**config.mk**
```make
export PLATFORM = sky130hd
export DESIGN_NAME = mcu_core_param_flat
export DESIGN_NICKNAME = d
export VERILOG_FILES = /design/src/rtl/mcu_core_param_if.sv /design/src/rtl/mcu_core_param.sv /design/src/flat_wrapper.sv
export SDC_FILE = /design/constraint.sdc
export NUM_CORES = 1
export LEC_CHECK = 0
export CAP_MARGIN = 20
export CORE_ASPECT_RATIO = 1.25
export CORE_MARGIN = 4
export CORE_UTILIZATION = 40
export CTS_CLUSTER_SIZE = 25
export DETAILED_ROUTE_END_ITERATION = 12
export PLACE_DENSITY = 0.66
export SLEW_MARGIN = 15
export SYNTH_ARGS = -nofsm -noshare
export SYNTH_HDL_FRONTEND = slang
export SYNTH_SLANG_ARGS = --single-unit
export TNS_END_PERCENT = 30
```
**constraint.sdc**
```tcl
create_clock -name Mclk -period 3.9 [get_ports Mclk]
set_input_delay 0.78 -clock Mclk [delete_from_list [all_inputs] [get_ports Mclk]]
set_output_delay 0.78 -clock Mclk [all_outputs]
set_load 0.02 [all_outputs]
```
**src/rtl/mcu_core_param_if.sv**
```systemverilog
// Run/Done handshake plus internal bus of mcu_core_param.
// Optional Z/C flag signals exist only when MCU_FLAGS_EN is defined.
interface mcu_core_param_if #(
   parameter int unsigned DATA_W = 16
);
   logic              Run;
   logic [DATA_W-1:0] DIN;
   logic              Done;
   logic [DATA_W-1:0] Bus;
`ifdef MCU_FLAGS_EN
   logic              Z;
   logic              C;

   modport master (output Run, output DIN, input Done, input Bus, input Z, input C);
   modport slave  (input Run, input DIN, output Done, output Bus, output Z, output C);
`else
   modport master (output Run, output DIN, input Done, input Bus);
   modport slave  (input Run, input DIN, output Done, output Bus);
`endif
endinterface

```
**src/rtl/mcu_core_param.sv**
```systemverilog
// Parametrised multi-cycle MCU core: mv/mvi/add/sub/and/or sequenced over T0..T3.
// Define MCU_FLAGS_EN to add Z/C flags and the mvnz instruction (opcode 110).
module mcu_core_param #(
   parameter int unsigned DATA_W   = 16,
   parameter int unsigned NUM_REGS = 8
) (
   input logic            Mclk,
   input logic            Reset,
   mcu_core_param_if.slave bus_if
);
   localparam int unsigned REG_AW = $clog2(NUM_REGS);
   localparam int unsigned IW     = 3 + 2 * REG_AW;

   localparam logic [1:0] T0 = 2'd0;
   localparam logic [1:0] T1 = 2'd1;
   localparam logic [1:0] T2 = 2'd2;
   localparam logic [1:0] T3 = 2'd3;

   localparam logic [2:0] OP_MV   = 3'b000;
   localparam logic [2:0] OP_MVI  = 3'b001;
   localparam logic [2:0] OP_ADD  = 3'b010;
   localparam logic [2:0] OP_SUB  = 3'b011;
   localparam logic [2:0] OP_AND  = 3'b100;
   localparam logic [2:0] OP_OR   = 3'b101;
`ifdef MCU_FLAGS_EN
   localparam logic [2:0] OP_MVNZ = 3'b110;
`endif

   logic [1:0]        state_q, state_d;
   logic [IW-1:0]     ir_q, ir_d;
   logic [DATA_W-1:0] a_q, a_d;
   logic [DATA_W-1:0] g_q, g_d;
   logic [DATA_W-1:0] rf_q [NUM_REGS];
   logic              rf_we;

   logic [DATA_W-1:0] bus_c;
   logic              done_c;

   logic [2:0]        opc;
   logic [REG_AW-1:0] rx, ry;
   logic [DATA_W-1:0] rx_val, ry_val;
   logic [DATA_W-1:0] alu_res;
   logic              alu_carry;

`ifdef MCU_FLAGS_EN
   logic z_q, z_d;
   logic c_q, c_d;
`else
   logic unused_flag_bits;
   assign unused_flag_bits = alu_carry;
`endif

   assign opc    = ir_q[IW-1:IW-3];
   assign rx     = ir_q[2*REG_AW-1:REG_AW];
   assign ry     = ir_q[REG_AW-1:0];
   assign rx_val = rf_q[rx];
   assign ry_val = rf_q[ry];

   // ALU: A op Bus, where Bus carries Ry during T2
   always_comb begin
      alu_res   = '0;
      alu_carry = 1'b0;
      case (opc)
         OP_ADD: {alu_carry, alu_res} = {1'b0, a_q} + {1'b0, ry_val};
         OP_SUB: begin
            alu_res   = a_q + ~ry_val + DATA_W'(1);
            alu_carry = (a_q < ry_val);
         end
         OP_AND:  alu_res = a_q & ry_val;
         OP_OR:   alu_res = a_q | ry_val;
         default: alu_res = '0;
      endcase
   end

   // Timing controller: next state, bus source, Done and register enables
   always_comb begin
      state_d = state_q;
      ir_d    = ir_q;
      a_d     = a_q;
      g_d     = g_q;
      bus_c   = '0;
      done_c  = 1'b0;
      rf_we   = 1'b0;
`ifdef MCU_FLAGS_EN
      z_d     = z_q;
      c_d     = c_q;
`endif
      case (state_q)
         T0: begin
            if (bus_if.Run) begin
               ir_d    = bus_if.DIN[IW-1:0];
               state_d = T1;
            end
         end
         T1: begin
            case (opc)
               OP_MV: begin
                  bus_c   = ry_val;
                  rf_we   = 1'b1;
                  done_c  = 1'b1;
                  state_d = T0;
               end
               OP_MVI: begin
                  bus_c   = bus_if.DIN;
                  rf_we   = 1'b1;
                  done_c  = 1'b1;
                  state_d = T0;
               end
               OP_ADD, OP_SUB, OP_AND, OP_OR: begin
                  bus_c   = rx_val;
                  a_d     = rx_val;
                  state_d = T2;
               end
`ifdef MCU_FLAGS_EN
               OP_MVNZ: begin
                  if (!z_q) begin
                     bus_c = ry_val;
                     rf_we = 1'b1;
                  end
                  done_c  = 1'b1;
                  state_d = T0;
               end
`endif
               default: begin
                  done_c  = 1'b1;
                  state_d = T0;
               end
            endcase
         end
         T2: begin
            bus_c   = ry_val;
            g_d     = alu_res;
`ifdef MCU_FLAGS_EN
            z_d     = (alu_res == '0);
            c_d     = alu_carry;
`endif
            state_d = T3;
         end
         T3: begin
            bus_c   = g_q;
            rf_we   = 1'b1;
            done_c  = 1'b1;
            state_d = T0;
         end
         default: state_d = T0;
      endcase
   end

   always_ff @(posedge Mclk) begin
      if (Reset) begin
         state_q <= T0;
         ir_q    <= '0;
         a_q     <= '0;
         g_q     <= '0;
         for (int i = 0; i < int'(NUM_REGS); i++) rf_q[i] <= '0;
`ifdef MCU_FLAGS_EN
         z_q     <= 1'b0;
         c_q     <= 1'b0;
`endif
      end else begin
         state_q <= state_d;
         ir_q    <= ir_d;
         a_q     <= a_d;
         g_q     <= g_d;
         if (rf_we) rf_q[rx] <= bus_c;
`ifdef MCU_FLAGS_EN
         z_q     <= z_d;
         c_q     <= c_d;
`endif
      end
   end

   assign bus_if.Done = done_c;
   assign bus_if.Bus  = bus_c;
`ifdef MCU_FLAGS_EN
   assign bus_if.Z    = z_q;
   assign bus_if.C    = c_q;
`endif

endmodule
```
**src/flat_wrapper.sv**
```systemverilog
// flat-port wrapper written by rule: the top's interface ports become plain ports
module mcu_core_param_flat 
#(
   parameter int unsigned DATA_W   = 16,
   parameter int unsigned NUM_REGS = 8
)
  (Mclk, Reset, bus_if_Run, bus_if_DIN, bus_if_Done, bus_if_Bus);
  mcu_core_param_if #(.DATA_W(DATA_W)) bus_if_i ();
  input logic Mclk;
  input logic Reset;
  input wire logic [$bits(bus_if_i.Run)-1:0] bus_if_Run;
  input wire logic [$bits(bus_if_i.DIN)-1:0] bus_if_DIN;
  output wire logic [$bits(bus_if_i.Done)-1:0] bus_if_Done;
  output wire logic [$bits(bus_if_i.Bus)-1:0] bus_if_Bus;
  assign bus_if_i.Run = bus_if_Run;
  assign bus_if_i.DIN = bus_if_DIN;
  assign bus_if_Done = bus_if_i.Done;
  assign bus_if_Bus = bus_if_i.Bus;
  mcu_core_param #(.DATA_W(DATA_W), .NUM_REGS(NUM_REGS)) u_core (.Mclk(Mclk), .Reset(Reset), .bus_if(bus_if_i));
endmodule
```
; Word level (Yosys, flattened, before mapping)
; Memory sizes are Yosys's and may differ from the RTL's. A register that Yosys moved wholly into a read port is not among the register bits.
; Cells that the tools add are included.
[totals]
reg_bits = 43
word_cells = 49
inputBits = 19
mem_bits_rw = 128
n_memories = 1
output_inout_bits = 17
[classes]
n_addsub = 3
bitwise_logic = 3
eq_ne = 9
reduce_logical = 7
mux = 22
[memory_table]
columns = name, words, width, read_ports, rd_clocked_by_memory_dff, wr, line
row1 = u_core.rf_q, 8, 16, 2, 2, 8, mcu_core_param.sv:33  ; logic [DATA_W-1:0] rf_q [NUM_REGS];
[ops]
columns = operator, count
row1 = 16-bit case mux with 3 select lines, 2
row2 = 16-bit case mux with 4 select lines, 1
row3 = 16-bit adder, 2
row4 = "16-bit by 1-bit adder with 16-bit output, second input constant", 1
row5 = 16-bit bitwise AND, 1
row6 = 16-bit 2-to-1 mux, 1
row7 = 16-bit inverter, 1
row8 = 16-bit OR, 1
row9 = 16-bit OR reduction, 1
row10 = 3-bit 2-to-1 mux, 5
row11 = 1-bit 2-to-1 mux, 8
row12 = 2-bit case mux with 4 select lines, 1
row13 = "3-bit by 2-bit equality test with 1-bit output, second input constant", 2
row14 = "3-bit equality test, second input constant", 2
row15 = "2-bit equality test, second input constant", 2
row16 = 2-bit 2-to-1 mux, 2
row17 = 1-bit case mux with 2 select lines, 2
row18 = 2-bit AND reduction, 2
row19 = 4-bit OR reduction, 1
row20 = "3-bit by 1-bit equality test with 1-bit output, second input constant", 1
row21 = 3-bit logical NOT, 1
row22 = "2-bit by 1-bit equality test with 1-bit output, second input constant", 1
row23 = 2-bit logical NOT, 1
row24 = "2-bit != test, second input constant", 1
row25 = 2-bit OR reduction, 1

; Logic depth before layout (Yosys ltp)
; Gate-level depths: netlist of the first run.
[logic_depth]
word_depth = 9
ltp_mapped = 13
ltp_nobuf = 10

; Worst setup path before layout of the first run
; OpenSTA, ideal clock, no wires.
[synth_path]
kind = register -> register
startpoint = reg with a tool-made name
endpoint = reg u_core.g_q[10]
path_slack_ps = 542
setup_time_ps = 134
t_arrival_ps = 3224
path_buffers = 2
required_time_ps = 3766
stages_incl_launch_ff = 13
synth_period_minus_slack_ps = 3358
cell_sequence = dfxtp_1 > buf_6 > buf_6 > mux4_1 > mux2_2 > ha_1 > fa_1 > a21o_1 > a221oi_1 > o21ai_0 > and4_1 > nor3_1 > a211oi_1
[synth_rtl]
columns = element, line
row1 = "end signal, assigned", mcu_core_param.sv:164  ; g_q <= g_d;
row2 = "end, declared", mcu_core_param.sv:32  ; logic [DATA_W-1:0] g_q, g_d;

==> summary.log, run 1 <==
INFO  setup_path     rrSetupSlack=0.32ns
INFO  floorplan      coreArea=27,600um^2
INFO  synthesis      synth_flop_cell=sky130_fd_sc_hd__edfxtp_1
INFO  detailed_routing detail_route.vias_per_cell=5.98
INFO  setup_path     critPathMaxFanout=16
INFO  power          post-layout-total-power=5.05mW
INFO  timing         final-hold-violation-count=0
INFO  setup_path     timing.critical_path.slowest_stage_cell=sky130_fd_sc_hd__clkdlybuf4s50_1
INFO  synthesis      synthesis.instances=992
INFO  power          static_leakage=4.86nW
INFO  grt            globalRouteOverflowTotal=0
INFO  synthesis      synthesis.nets=1,063
INFO  flow_run       drv.max_cap_violation_count=0
INFO  min_path       timing.hold.worst.class=register to register
INFO  clocking       cts_tree=yes
INFO  power          vdd_drop_max=0.000294V
INFO  timing         finalMaxSlewViolations=0
INFO  grt            grtUsageTotal=0.215
INFO  detailed_routing detailedRoute.firstIterationViolations=667
INFO  synthesis      synth_simple_gate_area_frac=0.129
INFO  synthesis      synth_compound_gate_area_share=0.150
INFO  clocking       tritoncts_num_sinks=177
INFO  synthesis      synth_top_family_by_area=multiplexers
INFO  cells_and_area design.final.nets=1,114
INFO  setup_path     startpoint_type=register
INFO  floorplan      floorplan.initialDensity=0.405
INFO  clocking       cts.path.max_buffers=2
INFO  synthesis      synth_xor_area_frac=0.00707
INFO  grt            number_of_antenna_violations_at_the_first_check_in_global_routing=0
INFO  place          post-dp-hpwl=22,900um
INFO  floorplan      floorplan.rows=68
INFO  synthesis      synth-seq-cells=177
INFO  place          routabilityCongestion=0.930
INFO  synthesis      synth-edff-count=128
INFO  detailed_routing final_antenna_net_count=0
INFO  timing         period_share=0.974
INFO  setup_path     timing.critical_path.required=3.12ns
INFO  timing         tightestPinTransition=0.837ns
INFO  detailed_routing vias=8,407
INFO  grt            grt_first_pass_wirelength=50,100um
INFO  setup_path     timing.critical_path.cells=buf_12, mux4_2, mux2_2, nand2_1, o21ai_2, a221oi_4, nor2_1, clkdlybuf4s50_1
INFO  timing         setup_viol=0
INFO  cells_and_area syn_to_final_growth=15.2%
INFO  synthesis      mux_contribution_to_synthesized_area=0.178
INFO  synthesis      ys_seq_area_frac=0.433
INFO  detailed_routing detail_route.first_pass.iterations=7
INFO  cells_and_area nFillCells=2,484
INFO  setup_path     crit_arrival=3.02ns
INFO  floorplan      die-area=30,600um^2
INFO  floorplan      io_pins=36
INFO  min_path       worst_hold_startpoint=u_core.ir_q[1]$_SDFFE_PP0P_
INFO  cells_and_area layout-drive-gt1-share=0.190
INFO  clocking       clk_pin_slew_worst_paths=0.07ns
INFO  synthesis      mappedNetlistArea=11,200um^2
INFO  timing         maxSlewHeadroom=0.440
INFO  setup_path     r2r-end=u_core.g_q[11]$_SDFFE_PP0P_
INFO  detailed_routing route.detailed.wl_per_inst=23.2um
INFO  synthesis      yosys_warnings=0
INFO  timing         unrepaired_setup_endpoints_after_global_routing=false
INFO  setup_path     worst_setup_ep_type=output port
INFO  grt            grt_start_max_net_pins=50
INFO  synthesis      syn_avg_cell_area=11.2um^2
INFO  power          p_per_area=393nW/um^2
INFO  floorplan      die_w=157um
INFO  timing         final.hold.worst_slack=0.463ns
INFO  timing         max_freq=0.263GHz
INFO  detailed_routing wl=32,600um
INFO  clocking       tritoncts.num_buffers=17
INFO  setup_path     worst-r2r-cell-count=11
INFO  detailed_routing remaining_drc_errors=0
INFO  place          io_buffers=35
INFO  clocking       clock_insertion_delay_worst_skew=0.45ns
INFO  setup_path     critPathMaxStageDelay=0.56ns
INFO  synthesis      async_flop_share=0
INFO  timing         worst_clock_skew=0.0105ns
INFO  timing         min_period=3.80ns
INFO  grt            via_count_of_the_first_global_routing_pass=8,589
INFO  min_path       worst_hold_path.num_cells=2
INFO  setup_path     category_of_the_critical_setup_timing_path=register to output port
INFO  clocking       cts-htree-levels=4
INFO  clocking       cts-hold-fix-buffers=0
INFO  floorplan      chipHeight=195um
INFO  outcome        run_status=completed
INFO  clocking       cts.root.buffer_cell=sky130_fd_sc_hd__clkbuf_16
INFO  synthesis      synth_fa_ha_area_frac=0.0597
INFO  synthesis      netlist-cell-type-count=69
INFO  timing         final_total_negative_setup_slack=0ns
INFO  cells_and_area n_antenna_cell=0
-- cell families after synthesis --
kind of cell	after synthesis
compound gates	199
xor+xnor	9
fa+ha+maj	52
buf+inv	114
flops	177
mux	103
simple gates	338
-- sequential cells by signal, summed over array words and instances (netlist names), named ones only --
name and count:
u_core.a_q 16, u_core.ir_q 9, u_core.rf_q 128, u_core.g_q 16, u_core.state_q 1
-- how the worst max path moves through the flow --
stage	end	slack [ns]	cells after the start	start
finish	bus_if_Bus[3]	0.10	8	register
global route	bus_if_Bus[5]	0.002	8	register
CTS	bus_if_Bus[6]	0.03	8	register
detailed placement	u_core.g_q[15]$_SDFFE_PP0P_	0.25	11	register
global placement	u_core.g_q[11]$_SDFFE_PP0P_	0.32	11	register
floorplan	u_core.g_q[10]$_SDFFE_PP0P_	0.54	12	register
-- stage by stage --
stage	setup slack, ns	area [um^2]	util	cells
after floorplan	0.542	11200	-	992
after global placement	0.322	12200	0.441	1372
after detailed placement	0.246	12200	0.441	1372
after CTS	0.0266	12800	0.464	1405
after global routing	0.00247	12900	0.466	1406
final	0.102	12900	0.466	1406
-- Yosys cell counts (all sizes together), types with 29 or more instances --
cell    count  area share
a211oi     29       0.020
a21oi      48       0.023
clkbuf     42       0.014
dfxtp      49       0.088
edfxtp    128        0.34
ha         50       0.056
inv        50       0.017
mux2       30       0.030
mux4       64        0.14
nand2      56       0.019
nor2      204       0.069
o21ai      37       0.021
-- critical path: cells and delay by family (launching register included) --
kind / cells / cell delay [ns]
flops: 1 / 0.41
simple gates: 2 / 0.16
buf+inv: 2 / 0.77
mux: 2 / 0.86
compound gates: 2 / 0.35
-- where the power goes --
part           switching [mW]  internal, mW
Clock                   0.789          1.09
Sequential             0.0549          2.09
Combinational           0.611         0.422
-- layout make-up --
class / count / area [um^2] / share of cell area
Multi-Input combinational cell: 701 / 5870 / 0.457
Clock inverter: 14 / 203 / 0.0158
Inverter: 50 / 188 / 0.0146
Tap cell: 350 / 438 / 0.0341
Clock buffer: 18 / 429 / 0.0334
Timing Repair Buffer: 96 / 895 / 0.0696
Sequential cell: 177 / 4830 / 0.376
-- cells in the final DEF (no fill, tap or decap), drive strengths merged, types with 10 or more instances in the layout --
cell type	netlist	layout
nor2	204	204
edfxtp	128	128
mux4	64	64
buf	22	61
nand2	56	56
inv	50	55
ha	50	50
dfxtp	49	49
a21oi	48	48
o21ai	37	37
mux2	30	30
a211oi	29	29
clkdlybuf4s50	0	28
a221oi	20	20
clkbuf	42	19
nand2b	13	13
nor3	13	13
nor2b	11	11
and3	11	11
nand3	10	10
o31ai	10	10
-- timing repair --
item                                    4_1_cts  5_1_grt
gates resized for setup                       1        8
cloned                                        0        1
endpoints found under the setup margin        2        8
buffers inserted                              1        0
hold endpoints to repair                      0        0
pin swaps                                     0        0
-- per-layer routing --
| layer | track usage | part of all wire | wire (um) |
|---|---|---|---|
| met4 | 0.0826 | 0.032 | 1050 |
| met3 | 0.0276 | 0.061 | 2000 |
| met5 | 0 | 0 | 0 |
| met2 | 0.381 | 0.52 | 17100 |
| met1 | 0.262 | 0.38 | 12400 |
No activity file was read; power rests on OpenSTA's default activity.
==> run 2: changes to the inputs <==
Settings changed: SETUP_SLACK_MARGIN set to 0.1, SLEW_MARGIN 15 to unset, TNS_END_PERCENT 30 to 5.
==> run 2 against run 1 <==
  * Highest routed layer unchanged
  * Global-route usage hardly changed
  * Sequential cell count stayed put
  * Final area is 0.29% higher
  * Sequential share of layout area is 0.11 points lower
  * Combinational power hardly changed
  * First-iteration DRC count is 4.8% lower
  * Critical endpoint is now bus_if_Bus[8]
==> summary.log, run 2 (same netlist as run 1, synthesis figures left out) <==
INFO  detailed_routing final_antenna_net_count=0 [unchanged]
INFO  min_path       worst_hold_path.num_cells=2 [unchanged]
INFO  power          static_leakage=5.00nW [was 4.86 nW]
INFO  cells_and_area final_util=0.468 [was 0.466]
INFO  place          routabilityCongestion=0.930 [unchanged]
INFO  clocking       tritoncts_num_sinks=177 [unchanged]
INFO  setup_path     crit_arrival=2.94ns [was 3.02 ns]
INFO  outcome        run_status=completed [unchanged]
INFO  place          post-dp-hpwl=22,900um [unchanged]
INFO  place          placedInstanceArea=12,200um^2 [unchanged]
INFO  timing         worst_clock_skew=0.0103ns [was 0.0105 ns]
INFO  place          io_buffers=35 [unchanged]
INFO  cells_and_area most_frequent_cells_in_the_layout=sky130_fd_sc_hd__nor2_1, sky130_fd_sc_hd__edfxtp_1, sky130_fd_sc_hd__nand2_1, sky130_fd_sc_hd__buf_4, sky130_fd_sc_hd__ha_1 [unchanged]
INFO  grt            via_count_of_the_first_global_routing_pass=8,589 [unchanged]
INFO  cells_and_area layout_top_registers=u_core.rf_q x128, u_core.a_q x16, u_core.g_q x16 [unchanged]
INFO  setup_path     worst_setup_ep_type=output port [unchanged]
INFO  clocking       cts.root.buffer_cell=sky130_fd_sc_hd__clkbuf_16 [unchanged]
INFO  floorplan      die_w=157um [unchanged]
INFO  power          p_per_area=392nW/um^2 [was 393 nW/um^2]
INFO  cells_and_area layout-drive-gt1-share=0.192 [was 0.190]
INFO  floorplan      coreArea=27,600um^2 [unchanged]
INFO  clocking       cts-hold-fix-buffers=0 [unchanged]
INFO  timing         period_share=0.955 [was 0.974]
INFO  clocking       cts.path.max_buffers=2 [unchanged]
INFO  setup_path     category_of_the_critical_setup_timing_path=register to output port [unchanged]
INFO  floorplan      die-area=30,600um^2 [unchanged]
INFO  cells_and_area n_antenna_cell=0 [unchanged]
INFO  setup_path     worstSetupEndpoint=bus_if_Bus[8] [was bus_if_Bus[3]]
INFO  floorplan      io_pins=36 [unchanged]
INFO  timing         finalMaxSlewViolations=0 [unchanged]
INFO  setup_path     critical_path.n_buffers_inverters=3 [was 2]
INFO  floorplan      floorplan.rows=68 [unchanged]
INFO  setup_path     timing.critical_path.slowest_stage_cell=sky130_fd_sc_hd__mux4_1 [was sky130_fd_sc_hd__clkdlybuf4s50_1]
INFO  detailed_routing route.detailed.wl_per_inst=23.2um [about the same]
INFO  setup_path     r2r-end=u_core.g_q[11]$_SDFFE_PP0P_ [unchanged]
INFO  detailed_routing remaining_drc_errors=0 [unchanged]
INFO  floorplan      chipHeight=195um [unchanged]
INFO  cells_and_area max_ffs_per_register=128 [unchanged]
INFO  clocking       cts_tree=yes [unchanged]
INFO  detailed_routing vias=8,356 [was 8,407]
INFO  cells_and_area top_register=u_core.rf_q [unchanged]
INFO  setup_path     timing.critical_path.cells=buf_6, mux4_1, mux2_2, inv_1, o21ai_2, a221oi_4, nor2_1, clkdlybuf4s50_1 [was buf_12, mux4_2, mux2_2, nand2_1, o21ai_2, a221oi_4, nor2_1, clkdlybuf4s50_1]
INFO  timing         final_total_negative_setup_slack=0ns [unchanged]
INFO  cells_and_area layout.cell_area.non_filler=12,900um^2 [about the same]
INFO  setup_path     critPathMaxFanout=13 [was 16]
INFO  setup_path     worst-path-stages=8 [unchanged]
INFO  timing         min_period=3.72ns [was 3.80 ns]
INFO  timing         final-hold-violation-count=0 [unchanged]
INFO  timing         max_freq=0.269GHz [was 0.263 GHz]
INFO  grt            grt_first_pass_wirelength=50,100um [about the same]
INFO  timing         maxSlewHeadroom=0.435 [was 0.440]
INFO  cells_and_area design.final.nets=1,115 [was 1,114]
INFO  cells_and_area syn_to_final_growth=15.6% [was 15.2%]
INFO  floorplan      floorplan.initialDensity=0.405 [unchanged]
INFO  setup_path     cpLargestDelayFamily=multiplexers [unchanged]
INFO  min_path       timing.hold.worst.class=register to register [unchanged]
INFO  grt            grtUsageTotal=0.215 [about the same]
INFO  cells_and_area layout_commonest_cell=sky130_fd_sc_hd__nor2_1 [unchanged]
INFO  power          vdd_drop_max=0.000294V [about the same]
INFO  setup_path     rrSetupSlack=0.30ns [was 0.32 ns]
INFO  grt            grt_start_max_net_pins=50 [unchanged]
INFO  detailed_routing wl=32,600um [about the same]
INFO  grt            number_of_antenna_violations_at_the_first_check_in_global_routing=0 [unchanged]
INFO  clocking       tritoncts.num_buffers=17 [unchanged]
INFO  setup_path     critPathMaxStageDelay=0.58ns [was 0.56 ns]
INFO  clocking       clk_pin_slew_worst_paths=0.07ns [about the same]
INFO  setup_path     timing.critical_path.required=3.12ns [about the same]
INFO  grt            globalRouteOverflowTotal=0 [unchanged]
INFO  detailed_routing detail_route.vias_per_cell=5.94 [was 5.98]
INFO  timing         final.setup.worst_slack=0.176ns [was 0.102 ns]
INFO  clocking       clock_insertion_delay_worst_skew=0.45ns [about the same]
INFO  place          place_ws=0.246ns [unchanged]
INFO  setup_path     worst-r2r-cell-count=11 [unchanged]
INFO  min_path       worst_hold_startpoint=u_core.ir_q[1]$_SDFFE_PP0P_ [unchanged]
INFO  timing         tightestPinTransition=0.844ns [was 0.837 ns]
INFO  clocking       cts-htree-levels=4 [unchanged]
INFO  detailed_routing detailedRoute.firstIterationViolations=635 [was 667]
INFO  timing         setup_viol=0 [unchanged]
INFO  timing         unrepaired_setup_endpoints_after_global_routing=true [was false]
INFO  flow_run       drv.max_cap_violation_count=0 [unchanged]
INFO  setup_path     startpoint_type=register [unchanged]
INFO  detailed_routing detail_route.first_pass.iterations=5 [was 7]
## run 2: cell types whose count changed in the layout (fill, tap and decap cells not counted), sizes merged
cell	before	now
buf	61	62
dlygate4sd2	1	0
dlymetal6s2s	5	13
clkdlybuf4s50	28	21
## run 2: cell type report
class	count	area, um^2
multi-input combinational	701	5880
timing repair buffer	97	927
fill	2476	14700
clock buffer	18	429
clock inverter	14	203
tap	350	438
sequential	177	4830
inverter	50	188
## run 2: stage by stage
stage	hold WS, ns	total power, mW	std cells
final	0.464	5.05	1407
after floorplan	0.436	2.83	992
after CTS	0.462	5.05	1406
after detailed placement	0.457	3.19	1372
after global routing	0.478	5.23	1407
after global placement	0.445	3.17	1372
## run 2: worst min-delay path, delay by kind of cell, from the launching register on
kind | cells | cell delay (ns)
compound gates | 1 | 0.07
flops | 1 | 0.30
simple gates | 1 | 0.05
## run 2: what timing repair did
item                                    in CTS  in global routing
endpoints found under the setup margin      10                 19
hold endpoints to repair                     0                  0
setup buffers                                2                  0
resized for setup                            0                 18
cloned                                       0                  1
## run 2: power breakdown
| group | internal, mW | leakage, nW | switching, mW |
|---|---|---|---|
| clock | 1.09 | 0.301 | 0.789 |
| sequential | 2.09 | 1.72 | 0.0549 |
| combinational | 0.424 | 2.98 | 0.612 |
## run 2: worst min path at each step
stage	endpoint	slack (ns)
after floorplan	register	0.44
after global placement	u_core.ir_q[2]$_SDFFE_PP0P_	0.45
after detailed placement	u_core.ir_q[1]$_SDFFE_PP0P_	0.46
after CTS	register	0.46
after global routing	register	0.48
final	register	0.46
## run 2: per-layer routing
metal	track usage	vias up	routed length, um
met5	0	-	0
met4	0.0826	0	1130
met3	0.0276	81	2050
met2	0.381	326	17000
met1	0.263	4132	12500
li1	-	3817	-
==> run 3: changes to the inputs <==
Settings changed: GPL_ROUTABILITY_DRIVEN set to 0, SLEW_MARGIN set to 20.
==> run 3 against run 2 <==
  * Routed wire length is 4.6% lower
  * Maximum frequency is 1.8% higher
  * Critical path depth is 3 higher
  * Sequential power hardly changed
  * Critical path type is now register to register
  * Critical endpoint is now u_core.g_q[10]$_SDFFE_PP0P_
  * Largest cell class unchanged
==> summary.log, run 3 (same netlist as run 1, synthesis figures left out) <==
INFO  outcome        run_status=completed [unchanged]
INFO  cells_and_area multi_input_gate_area_in_the_final_layout=5870um^2 [was 5880 um^2]
INFO  power          post-layout-total-power=4.88mW [was 5.05 mW]
INFO  timing         finalMaxSlewViolations=0 [unchanged]
INFO  power          vdd_drop_max=0.000309V [was 0.000294 V]
INFO  setup_path     startpoint_type=register [unchanged]
INFO  detailed_routing remaining_drc_errors=0 [unchanged]
INFO  setup_path     critPathMaxStageDelay=0.54ns [was 0.58 ns]
INFO  clocking       cts.path.max_buffers=2 [unchanged]
INFO  clocking       cts-htree-levels=4 [unchanged]
INFO  setup_path     cpLargestDelayFamily=compound AO/OA/AOI/OAI gates [was multiplexers]
INFO  detailed_routing wl=31,100um [was 32,600 um]
INFO  detailed_routing detailedRoute.firstIterationViolations=633 [was 635]
INFO  grt            number_of_antenna_violations_at_the_first_check_in_global_routing=0 [unchanged]
INFO  cells_and_area regArea=4830um^2 [about the same]
INFO  clocking       tritoncts.num_buffers=17 [unchanged]
INFO  grt            via_count_of_the_first_global_routing_pass=8,510 [was 8,589]
INFO  power          combinationalPowerShare=0.207 [was 0.205]
INFO  grt            grtUsageTotal=0.206 [was 0.215]
INFO  cells_and_area number_of_standard_cells_in_the_layout_taps_in_and_fillers_out=1,406 [was 1,407]
INFO  setup_path     path_common_cell=sky130_fd_sc_hd__a211oi_1
INFO  flow_run       drv.max_cap_violation_count=0 [unchanged]
INFO  timing         max_freq=0.273GHz [was 0.269 GHz]
INFO  floorplan      floorplan.rows=68 [unchanged]
INFO  detailed_routing route.detailed.wl_per_inst=22.1um [was 23.2 um]
INFO  timing         setup_viol=0 [unchanged]
INFO  setup_path     critPathMaxFanout=8 [was 13]
INFO  grt            grt_first_pass_wirelength=48,500um [was 50,100 um]
INFO  timing         worst_clock_skew=0.0103ns [about the same]
INFO  floorplan      io_pins=36 [unchanged]
INFO  clocking       clk_pin_slew_worst_paths=0.07ns [about the same]
INFO  setup_path     crit_arrival=4.01ns [was 2.94 ns]
INFO  cells_and_area most_frequent_cells_in_the_layout=sky130_fd_sc_hd__nor2_1, sky130_fd_sc_hd__edfxtp_1, sky130_fd_sc_hd__nand2_1, sky130_fd_sc_hd__buf_4, sky130_fd_sc_hd__ha_1 [unchanged]
INFO  min_path       timing.hold.worst.class=register to register [unchanged]
INFO  cells_and_area max_ffs_per_register=128 [unchanged]
INFO  cells_and_area layout_commonest_cell=sky130_fd_sc_hd__nor2_1 [unchanged]
INFO  setup_path     worst-r2r-cell-count=11 [unchanged]
INFO  timing         final-hold-violation-count=0 [unchanged]
INFO  timing         maxSlewHeadroom=0.505 [was 0.435]
INFO  detailed_routing detail_route.vias_per_cell=5.99 [was 5.94]
INFO  floorplan      die-area=30,600um^2 [unchanged]
INFO  cells_and_area layout-drive-gt1-share=0.188 [was 0.192]
INFO  setup_path     timing.critical_path.slowest_stage_cell=sky130_fd_sc_hd__mux4_1 [unchanged]
INFO  timing         final_total_negative_setup_slack=0ns [unchanged]
INFO  timing         unrepaired_setup_endpoints_after_global_routing=false [was true]
INFO  clocking       clock_insertion_delay_worst_skew=0.44ns [was 0.45 ns]
INFO  min_path       min_to=u_core.ir_q[2]$_SDFFE_PP0P_
INFO  power          power.net_switching=1.42mW [was 1.46 mW]
INFO  cells_and_area syn_to_final_growth=14.9% [was 15.6%]
INFO  floorplan      die_w=157um [unchanged]
INFO  power          static_leakage=5.01nW [was 5.00 nW]
INFO  detailed_routing detail_route.first_pass.iterations=5 [unchanged]
INFO  setup_path     category_of_the_critical_setup_timing_path=register to register [was register to output port]
INFO  setup_path     timing.critical_path.cells=buf_4, mux4_1, mux2_2, inv_1, ha_1, nor2_1, a211oi_1, nor4_1, or4_1, a21o_1, a211oi_1 [was buf_6, mux4_1, mux2_2, inv_1, o21ai_2, a221oi_4, nor2_1, clkdlybuf4s50_1]
INFO  timing         min_period=3.66ns [was 3.72 ns]
INFO  floorplan      coreArea=27,600um^2 [unchanged]
INFO  min_path       worst_hold_startpoint=u_core.ir_q[2]$_SDFFE_PP0P_ [was u_core.ir_q[1]$_SDFFE_PP0P_]
INFO  grt            grt_start_max_net_pins=50 [unchanged]
INFO  detailed_routing final_antenna_net_count=0 [unchanged]
INFO  clocking       cts.root.buffer_cell=sky130_fd_sc_hd__clkbuf_16 [unchanged]
INFO  min_path       worst_hold_path.num_cells=2 [unchanged]
INFO  cells_and_area layout_top_registers=u_core.rf_q x128, u_core.a_q x16, u_core.g_q x16 [unchanged]
INFO  clocking       tritoncts_num_sinks=177 [unchanged]
INFO  place          place_inst=1,372 [unchanged]
INFO  floorplan      chipHeight=195um [unchanged]
INFO  cells_and_area design.final.nets=1,115 [unchanged]
INFO  cells_and_area n_antenna_cell=0 [unchanged]
INFO  power          seq_power_share=0.438 [was 0.424]
INFO  place          io_buffers=35 [unchanged]
INFO  setup_path     r2r-end=u_core.g_q[10]$_SDFFE_PP0P_ [was u_core.g_q[11]$_SDFFE_PP0P_]
INFO  setup_path     worst_setup_ep_type=register [was output port]
INFO  timing         tightestPinTransition=0.740ns [was 0.844 ns]
INFO  setup_path     critical_path.n_buffers_inverters=2 [was 3]
INFO  power          p_sw_frac=0.291 [was 0.288]
INFO  clocking       cts_tree=yes [unchanged]
INFO  cells_and_area nFillCells=2,527 [was 2,476]
INFO  grt            globalRouteOverflowTotal=0 [unchanged]
INFO  timing         period_share=0.938 [was 0.955]
INFO  floorplan      floorplan.initialDensity=0.405 [unchanged]
INFO  cells_and_area top_register=u_core.rf_q [unchanged]
INFO  power          p_per_area=381nW/um^2 [was 392 nW/um^2]
INFO  power          cell_internal_pwr=3.46mW [was 3.60 mW]
INFO  setup_path     timing.critical_path.required=4.25ns [was 3.12 ns]
INFO  power          share_clk_of_total_power=0.354 [was 0.371]
INFO  place          post-dp-hpwl=22,300um [was 22,900 um]
INFO  setup_path     rrSetupSlack=0.24ns [was 0.30 ns]
INFO  clocking       cts-hold-fix-buffers=0 [unchanged]
INFO  detailed_routing vias=8,421 [was 8,356]
## run 3: layout make-up
cell class | count | share of cell area
clock buffers | 18 | 0.0335
clock inverters | 13 | 0.0120
inverters | 50 | 0.0146
multi-input cells | 701 | 0.458
flip-flops and latches | 177 | 0.377
well taps | 350 | 0.0342
repair buffers | 97 | 0.0709
## run 3: worst register-to-register path: stages, from the launching register on
cell                       delay [ns]
sky130_fd_sc_hd__dfxtp_2         0.43
sky130_fd_sc_hd__buf_4           0.20
sky130_fd_sc_hd__mux4_1          0.55
sky130_fd_sc_hd__mux2_2          0.30
sky130_fd_sc_hd__inv_1           0.12
sky130_fd_sc_hd__ha_1            0.29
sky130_fd_sc_hd__nor2_1          0.12
sky130_fd_sc_hd__a211oi_1        0.50
sky130_fd_sc_hd__nor4_1          0.17
sky130_fd_sc_hd__or4_1           0.49
sky130_fd_sc_hd__a21o_1          0.19
sky130_fd_sc_hd__a211oi_1        0.20
## run 3: routing by layer
metal,vias to the layer above,global-route usage,routed length (um)
met5,-,0,0
met1,4151,0.251,11800
met4,0,0.0854,1090
li1,3820,-,-
met2,371,0.363,16200
met3,79,0.0283,2030
## run 3: power groups by stage
| stage | sequential (mW) | combinational [mW] | clock [mW] |
|---|---|---|---|
| 2_1_floorplan | 2.15 | 0.680 | 0 |
| 3_3_place_gp | 2.18 | 0.984 | 0 |
| 3_5_place_dp | 2.18 | 0.992 | 0 |
| 4_1_cts | 2.14 | 1.01 | 1.76 |
| 5_1_grt | 2.15 | 1.10 | 1.83 |
| 6_report | 2.14 | 1.01 | 1.73 |
## run 3: worst max path at each step
stage	start	endpoint	cells after the start
final	register	u_core.g_q[10]$_SDFFE_PP0P_	11
after global routing	register	u_core.g_q[10]$_SDFFE_PP0P_	11
after CTS	register	bus_if_Bus[10]	8
after detailed placement	register	u_core.g_q[15]$_SDFFE_PP0P_	11
after global placement	register	u_core.g_q[15]$_SDFFE_PP0P_	11
after floorplan	register	u_core.g_q[10]$_SDFFE_PP0P_	12
## run 3: repair_timing
action,4_1_cts,5_1_grt
resized for setup,2,22
setup buffers,3,0
endpoints found under the setup margin,16,20
## run 3: metrics by stage
step	area [um^2]	setup slack, ns	utilization	hold WS [ns]
final	12800	0.242	0.465	0.462
after global routing	12800	0.132	0.465	0.496
after CTS	12800	0.00794	0.463	0.464
after detailed placement	12100	0.164	0.441	0.454
after global placement	12100	0.233	0.441	0.445
after floorplan	11200	0.542	-	0.436
